$ cat src/rtl/tug_referee_if.sv
// -----------------------------------------------------------------------------
// tug_referee_if
// Signal bundle between the tug-of-war referee and its surroundings.
//
// Signal semantics (single contract for all signals in this bundle):
//   pull_l / pull_r are one-cycle pulses from the edge detectors. They carry
//   no valid/ready pairing: a pulse is consumed on the rising edge at which it
//   is high, or it is lost. The referee applies backpressure only through
//   `stop`. Upstream gates pulls combinationally on it, so anything that
//   arrives while stop=1 is discarded. `start` is sampled only in OVER.
//   All outputs are registered and change one cycle after the sampling edge.
//
// Modports:
//   master : drives pull_l, pull_r, start; observes the referee outputs
//   slave  : the referee itself
// -----------------------------------------------------------------------------
interface tug_referee_if #(
    parameter int NLIGHTS = 9,
    parameter int SCORE_W = 3
);
    logic               pull_l;
    logic               pull_r;
    logic               start;
    logic [NLIGHTS-1:0] lights;
    logic               stop;
    logic               round_done;
    logic               winner_l;
    logic               winner_r;
    logic [SCORE_W-1:0] score_l;
    logic [SCORE_W-1:0] score_r;

    modport master (
        output pull_l, pull_r, start,
        input  lights, stop, round_done, winner_l, winner_r, score_l, score_r
    );

    modport slave (
        input  pull_l, pull_r, start,
        output lights, stop, round_done, winner_l, winner_r, score_l, score_r
    );
endinterface

$ cat src/rtl/tug_referee.sv
// -----------------------------------------------------------------------------
// tug_referee
// Match controller for the two-player tug-of-war game. It arbitrates the
// left/right pull pulses, moves a one-hot marker along the light bar, detects
// round wins, keeps the scores and sequences rounds until a match is won.
//
// Ports:
//   clk_i   : system clock, rising edge
//   rst_ni  : synchronous active-low reset
//   bus     : tug_referee_if.slave (pulls/start in; lights, stop, round_done,
//             winner flags and scores out)
//   state_o : current FSM state (0=PLAY, 1=HOLD, 2=OVER) for observation
// -----------------------------------------------------------------------------
module tug_referee #(
    parameter int NLIGHTS     = 9,
    parameter int HOLD_CYCLES = 8,
    parameter int WIN_SCORE   = 7,
    parameter int SCORE_W     = 3
) (
    input  logic            clk_i,
    input  logic            rst_ni,
    tug_referee_if.slave    bus,
    output logic [1:0]      state_o
);

    localparam int PW = $clog2(NLIGHTS);
    localparam int HW = (HOLD_CYCLES > 1) ? $clog2(HOLD_CYCLES) : 1;

    localparam logic [PW-1:0]      POS_C     = PW'((NLIGHTS - 1) / 2);
    localparam logic [PW-1:0]      POS_MAX   = PW'(NLIGHTS - 1);
    localparam logic [HW-1:0]      HOLD_LAST = HW'(HOLD_CYCLES - 1);
    localparam logic [SCORE_W-1:0] SCORE_WIN = SCORE_W'(WIN_SCORE);
    localparam logic [NLIGHTS-1:0] ONE_HOT_0 = NLIGHTS'(1);

    typedef enum logic [1:0] {
        PLAY = 2'd0,
        HOLD = 2'd1,
        OVER = 2'd2
    } state_t;

    state_t             state_q, state_d;
    logic [PW-1:0]      pos_q, pos_d;
    logic [NLIGHTS-1:0] lights_q, lights_d;
    logic [HW-1:0]      hold_cnt_q, hold_cnt_d;
    logic [SCORE_W-1:0] score_l_q, score_l_d;
    logic [SCORE_W-1:0] score_r_q, score_r_d;
    logic               winner_l_q, winner_l_d;
    logic               winner_r_q, winner_r_d;
    logic               stop_q, stop_d;
    logic               round_done_q, round_done_d;

    // Exactly one player pulling; simultaneous pulls cancel.
    logic pull_l_only, pull_r_only;
    assign pull_l_only = bus.pull_l & ~bus.pull_r;
    assign pull_r_only = bus.pull_r & ~bus.pull_l;

    always_ff @(posedge clk_i) begin
        if (!rst_ni) begin
            state_q      <= PLAY;
            pos_q        <= POS_C;
            lights_q     <= ONE_HOT_0 << POS_C;
            hold_cnt_q   <= '0;
            score_l_q    <= '0;
            score_r_q    <= '0;
            winner_l_q   <= 1'b0;
            winner_r_q   <= 1'b0;
            stop_q       <= 1'b0;
            round_done_q <= 1'b0;
        end else begin
            state_q      <= state_d;
            pos_q        <= pos_d;
            lights_q     <= lights_d;
            hold_cnt_q   <= hold_cnt_d;
            score_l_q    <= score_l_d;
            score_r_q    <= score_r_d;
            winner_l_q   <= winner_l_d;
            winner_r_q   <= winner_r_d;
            stop_q       <= stop_d;
            round_done_q <= round_done_d;
        end
    end

    always_comb begin
        state_d      = state_q;
        pos_d        = pos_q;
        hold_cnt_d   = hold_cnt_q;
        score_l_d    = score_l_q;
        score_r_d    = score_r_q;
        winner_l_d   = winner_l_q;
        winner_r_d   = winner_r_q;
        stop_d       = stop_q;
        round_done_d = 1'b0;

        unique case (state_q)
            PLAY: begin
                if (pull_l_only) begin
                    if (pos_q != POS_MAX) begin
                        pos_d = pos_q + 1'b1;
                    end else begin
                        // Marker stays on the edge light while the round resolves.
                        score_l_d    = score_l_q + 1'b1;
                        winner_l_d   = 1'b1;
                        winner_r_d   = 1'b0;
                        round_done_d = 1'b1;
                        stop_d       = 1'b1;
                        hold_cnt_d   = '0;
                        state_d      = (score_l_d == SCORE_WIN) ? OVER : HOLD;
                    end
                end else if (pull_r_only) begin
                    if (pos_q != '0) begin
                        pos_d = pos_q - 1'b1;
                    end else begin
                        score_r_d    = score_r_q + 1'b1;
                        winner_l_d   = 1'b0;
                        winner_r_d   = 1'b1;
                        round_done_d = 1'b1;
                        stop_d       = 1'b1;
                        hold_cnt_d   = '0;
                        state_d      = (score_r_d == SCORE_WIN) ? OVER : HOLD;
                    end
                end
            end

            HOLD: begin
                // Counter runs 0..HOLD_CYCLES-1, giving exactly HOLD_CYCLES cycles here.
                if (hold_cnt_q == HOLD_LAST) begin
                    state_d    = PLAY;
                    pos_d      = POS_C;
                    stop_d     = 1'b0;
                    winner_l_d = 1'b0;
                    winner_r_d = 1'b0;
                    hold_cnt_d = '0;
                end else begin
                    hold_cnt_d = hold_cnt_q + 1'b1;
                end
            end

            OVER: begin
                if (bus.start) begin
                    state_d    = PLAY;
                    pos_d      = POS_C;
                    stop_d     = 1'b0;
                    score_l_d  = '0;
                    score_r_d  = '0;
                    winner_l_d = 1'b0;
                    winner_r_d = 1'b0;
                end
            end

            default: begin
                state_d = PLAY;
                pos_d   = POS_C;
                stop_d  = 1'b0;
            end
        endcase

        lights_d = ONE_HOT_0 << pos_d;
    end

    assign bus.lights     = lights_q;
    assign bus.stop       = stop_q;
    assign bus.round_done = round_done_q;
    assign bus.winner_l   = winner_l_q;
    assign bus.winner_r   = winner_r_q;
    assign bus.score_l    = score_l_q;
    assign bus.score_r    = score_r_q;
    assign state_o        = state_q;

endmodule

$ cat src/flat_wrapper.sv
// flat-port wrapper written by rule: the top's interface ports become plain ports
module tug_referee_flat 
#(
    parameter int NLIGHTS     = 9,
    parameter int HOLD_CYCLES = 8,
    parameter int WIN_SCORE   = 7,
    parameter int SCORE_W     = 3
)
  (clk_i, rst_ni, state_o, bus_pull_l, bus_pull_r, bus_start, bus_lights, bus_stop, bus_round_done, bus_winner_l, bus_winner_r, bus_score_l, bus_score_r);
  tug_referee_if #(.NLIGHTS(NLIGHTS), .SCORE_W(SCORE_W)) bus_i ();
  input  logic clk_i;
  input  logic rst_ni;
  output logic [1:0] state_o;
  input wire logic [$bits(bus_i.pull_l)-1:0] bus_pull_l;
  input wire logic [$bits(bus_i.pull_r)-1:0] bus_pull_r;
  input wire logic [$bits(bus_i.start)-1:0] bus_start;
  output wire logic [$bits(bus_i.lights)-1:0] bus_lights;
  output wire logic [$bits(bus_i.stop)-1:0] bus_stop;
  output wire logic [$bits(bus_i.round_done)-1:0] bus_round_done;
  output wire logic [$bits(bus_i.winner_l)-1:0] bus_winner_l;
  output wire logic [$bits(bus_i.winner_r)-1:0] bus_winner_r;
  output wire logic [$bits(bus_i.score_l)-1:0] bus_score_l;
  output wire logic [$bits(bus_i.score_r)-1:0] bus_score_r;
  assign bus_i.pull_l = bus_pull_l;
  assign bus_i.pull_r = bus_pull_r;
  assign bus_i.start = bus_start;
  assign bus_lights = bus_i.lights;
  assign bus_stop = bus_i.stop;
  assign bus_round_done = bus_i.round_done;
  assign bus_winner_l = bus_i.winner_l;
  assign bus_winner_r = bus_i.winner_r;
  assign bus_score_l = bus_i.score_l;
  assign bus_score_r = bus_i.score_r;
  tug_referee #(.NLIGHTS(NLIGHTS), .HOLD_CYCLES(HOLD_CYCLES), .WIN_SCORE(WIN_SCORE), .SCORE_W(SCORE_W)) u_core (.clk_i(clk_i), .rst_ni(rst_ni), .bus(bus_i), .state_o(state_o));
endmodule
$ cat config.mk
export PLATFORM = sky130hd
export DESIGN_NAME = tug_referee_flat
export DESIGN_NICKNAME = d
export VERILOG_FILES = /design/src/rtl/tug_referee_if.sv /design/src/rtl/tug_referee.sv /design/src/flat_wrapper.sv
export SDC_FILE = /design/constraint.sdc
export NUM_CORES = 1
export LEC_CHECK = 0
export ABC_AREA = 1
export BUFFER_PORTS_ARGS = -buffer_cell sky130_fd_sc_hd__buf_2
export CAP_MARGIN = 30
export CORE_ASPECT_RATIO = 2
export CORE_MARGIN = 3
export CORE_UTILIZATION = 25
export DETAILED_ROUTE_END_ITERATION = 6
export PLACE_DENSITY_LB_ADDON = 0.15
export SYNTH_ARGS = -nofsm -noshare
export SYNTH_HDL_FRONTEND = slang
export SYNTH_SLANG_ARGS = --single-unit
$ cat constraint.sdc
create_clock -name clk_i -period 1.6 [get_ports clk_i]
set_input_delay 0.08 -clock clk_i [delete_from_list [all_inputs] [get_ports clk_i]]
set_output_delay 0.08 -clock clk_i [all_outputs]
set_load 0.005 [all_outputs]
==> summary.md <==
| Metric | Value |
|---|---|
| Area of the multi-input gates | `1050 um2` |
| Final min period | `1520 ps` |
| Netlist cell types | `27` |
| DRC | `0` |
| Syn Inst Count | `208` |
| Area grow syn2layout | `48.2%` |
| Clock group share of total power | `32.2%` |
| Crit Path Class | `flip-flop to flip-flop` |
| Reg2reg setup slack | `80 ps` |
| RSZ-0062 raised after global routing | `true` |
| Met2 routed WL | `2.72 mm` |
| Status | `completed` |
| Die Ht | `116 um` |
| Slowest-stage cell, CP | `dfxtp_2` |
| Switching power | `743 uW` |
| Post-route ant nets | `0` |
| Family with the most delay on the worst path | `buffers and inverters` |
| CTS tree | `done` |
| Combinational power share | `32.8%` |
| Final #Nets | `284` |
| 1st-iter DRT viols | `23` |
| Arrival time at the worst endpoint | `between 1500 and 2000 ps` |
| Final GP Congestion | `0.801` |
| Largest cells by area after synthesis | `dfxtp_1 (37%), nand2_1 (12%), ha_1 (9.9%), nand3_1 (5.9%), inv_1 (4.9%)` |
| Final wirelength | `4.36 mm` |
| Number of global-route vias before repair | `1,575` |
| Max Clock Freq | `658 MHz` |
| Die footprint | `about 7100 um2` |
| Crit Path Max Fanout | `3` |
| Die W | `61.2 um` |
| Rows | `39` |
| Syn nets | `225` |
| RR Startpoint | `u_core.state_o[0]` |
| Setup_tns | `0 ps` |
| Grt total ovfl | `0` |
| Sequential Power Share | `35.0%` |
| Worst path bufs/invs | `3` |
| Seq/Total Area, Yosys | `about 37%` |
| Tcrit/Tclk final | `94.9%` |
| Clock sinks | `28` |
| Crit-path cells | `buf_4 -> ha_2 -> nand2_2 -> nand2_2 -> buf_4 -> buf_4 -> nor2_4 -> nand3_1 -> a21oi_1` |
| Pwr Density | `~1000 nW/um2` |
| Ant. Diodes | `0` |
| Pleak | `0.00106 uW` |
| Fin worst setup slack | `around 80 ps` |
| Slew @ Worst Pin | `around 290 ps` |
| First-pass GRT wire length | `7.18 mm` |
| Highest Signal Layer | `met4` |
| Worst-path clk slew | `70 ps` |
| CTS Root Cell | `clkbuf_16` |
| CTS buffer count | `3` |
| Final HPWL DP | `between 3 and 4 mm` |
| Initial antenna violation count | `0` |
| Synth Cell Area | `1520 um2` |
| H-tree depth | `1` |
| Slew headroom | `80.7%` |
| Worst clock skew | `2.41 ps` |
| P_int | `between 1500 and 2000 uW` |
| Reg area | `569 um2` |
| Starting density of the core | `26.2%` |
| Ys Warns | `0` |
| Yosys top cell area share | `36.8%` |
| Slew Viols, Final | `0` |
| Clock latency on the worst-skew pair | `270 ps` |
| DRT Pass-1 Iters | `6` |
| Largest net degree at the start of global routing | `17` |
| Number of port buffers | `25` |
| Type of element capturing the critical path | `flip-flop` |
| WP data required | `1790 ps` |
| Routed length on met3 | `94 um` |
| DR WL/cell | `13.3 um` |
| Worst setup SP type | `flip-flop` |
| Hold Path Class | `input pin to flip-flop` |
| CTS max path bufs | `2` |
| IO Pins | `26` |
| Share of cells above drive strength 1 | `between 40% and 50%` |
| Slowest cell delay on critical path | `approximately 340 ps` |
| Setup Viol. Count Final | `0` |
| Max VDD drop | `577 uV` |
| MaxCap Viol Count | `0` |
| #FFs+latches synth | `28` |
| Met1 wire length | `1.47 mm` |
| Top cell type by total area after synthesis | `dfxtp_1` |
| Syn Area/Cell | `7.31 um2` |
| DR vias | `1,527` |
| Core area | `5810 um2` |
| Total GRT Usage | `a little over an eighth` |
| Placement Setup Slack | `-141 ps` |
| Most Frequent Cell on Critical Path | `buf_4` |
| Hold Vio Cnt, Final | `0` |
| Most common cell after layout, fill and taps aside | `nand2_1` |
| Hold_sp | `rst_ni` |
| Most frequent cells in the layout | `nand2_1 (36), buf_4 (31), buf_2 (25)` |
| Switching Fraction | `31.6%` |
| Via density | `between 4 and 5` |
| Fin Hold WS | `112 ps` |
| Fillers | `625` |
| Critical path origin | `u_core.state_o[0]` |
-- stage by stage --
step           total power [uW]  std cells  util, %  instance area [um2]
2_1_floorplan              1180        208        -                 1520
3_3_place_gp               1460        319     33.0                 1920
3_5_place_dp               1460        319     33.0                 1920
4_1_cts                    2260        326     35.7                 2070
5_1_grt                    2490        327     38.8                 2250
6_report                   2350        327     38.8                 2250
-- what timing repair did --
| action | CTS | global route |
|---|---|---|
| setup buffers | 3 | 1 |
| cloned | 0 | 0 |
| pin swaps | 4 | 14 |
| setup endpoints to repair | 14 | 28 |
| hold buffers | 0 | 0 |
| gates resized for setup | 10 | 49 |
-- worst paths after layout --
kind              depth (start not counted)                   to
setup / recovery                          9    u_core.state_o[0]
hold / removal                            3  u_core.bus.winner_l
setup reg to reg                          9    u_core.state_o[0]
hold reg to reg                           2      u_core.bus.stop
-- tightest hold or removal path: stages --
cell	delay [ps]
buf_2	150
nand2_1	80
nor2_1	30
-- layer usage --
layer	vias up	global-route usage (%)
li1	784	-
met1	711	12.2
met2	26	28.4
met3	6	0.996
met4	0	5.21
met5	-	0
-- cell families (layout without fill, tap and decap cells) --
| family | after synthesis | in the layout | synth area share (%) |
|---|---|---|---|
| AND/OR/NAND/NOR | 113 | 113 | 35.4 |
| adder cells (fa/ha/maj) | 12 | 12 | 9.87 |
| flip-flops | 28 | 28 | 36.8 |
| AO/OA/AOI/OAI | 25 | 25 | 9.70 |
| XOR/XNOR | 2 | 2 | 1.15 |
| buffers and inverters | 28 | 86 | 6.99 |
-- synthesized netlist by cell type, drive strengths merged --
library cell and instances:
nand2 58, dfxtp 28, nor2 27, inv 25, nand3 19, a21oi 12, ha 12, o21ai 8
nand4 4, nor3 4, a211oi 2, xor2 2, a22oi 1, and2 1, buf 1, clkbuf 1
clkinv 1, o211a 1, o21bai 1
-- registers in the layout, indices dropped and copies added (netlist names), 2 cells and up --
signal / count
u_core.bus.score_l: 3
u_core.state_o: 2
u_core.hold_cnt_q: 3
u_core.pos_q: 4
u_core.bus.lights: 9
u_core.bus.score_r: 3
-- power groups by stage --
| stage | clock (uW) | sequential, uW | combinational (uW) |
|---|---|---|---|
| final | 758 | 822 | 770 |
| after global routing | 796 | 832 | 857 |
| after CTS | 779 | 813 | 672 |
| after detailed placement | 0 | 829 | 627 |
| after global placement | 0 | 828 | 628 |
| after floorplan | 0 | 826 | 353 |
-- cell type report --
| type | instances | share of cell area (%) |
|---|---|---|
| well taps | 61 | 3.39 |
| multi-input cells | 152 | 46.4 |
| clock buffers | 3 | 3.33 |
| clock inverters | 1 | 1.33 |
| flip-flops and latches | 28 | 25.2 |
| repair buffers | 56 | 15.9 |
| inverters | 26 | 4.44 |
(Power assumes the default switching activity.)
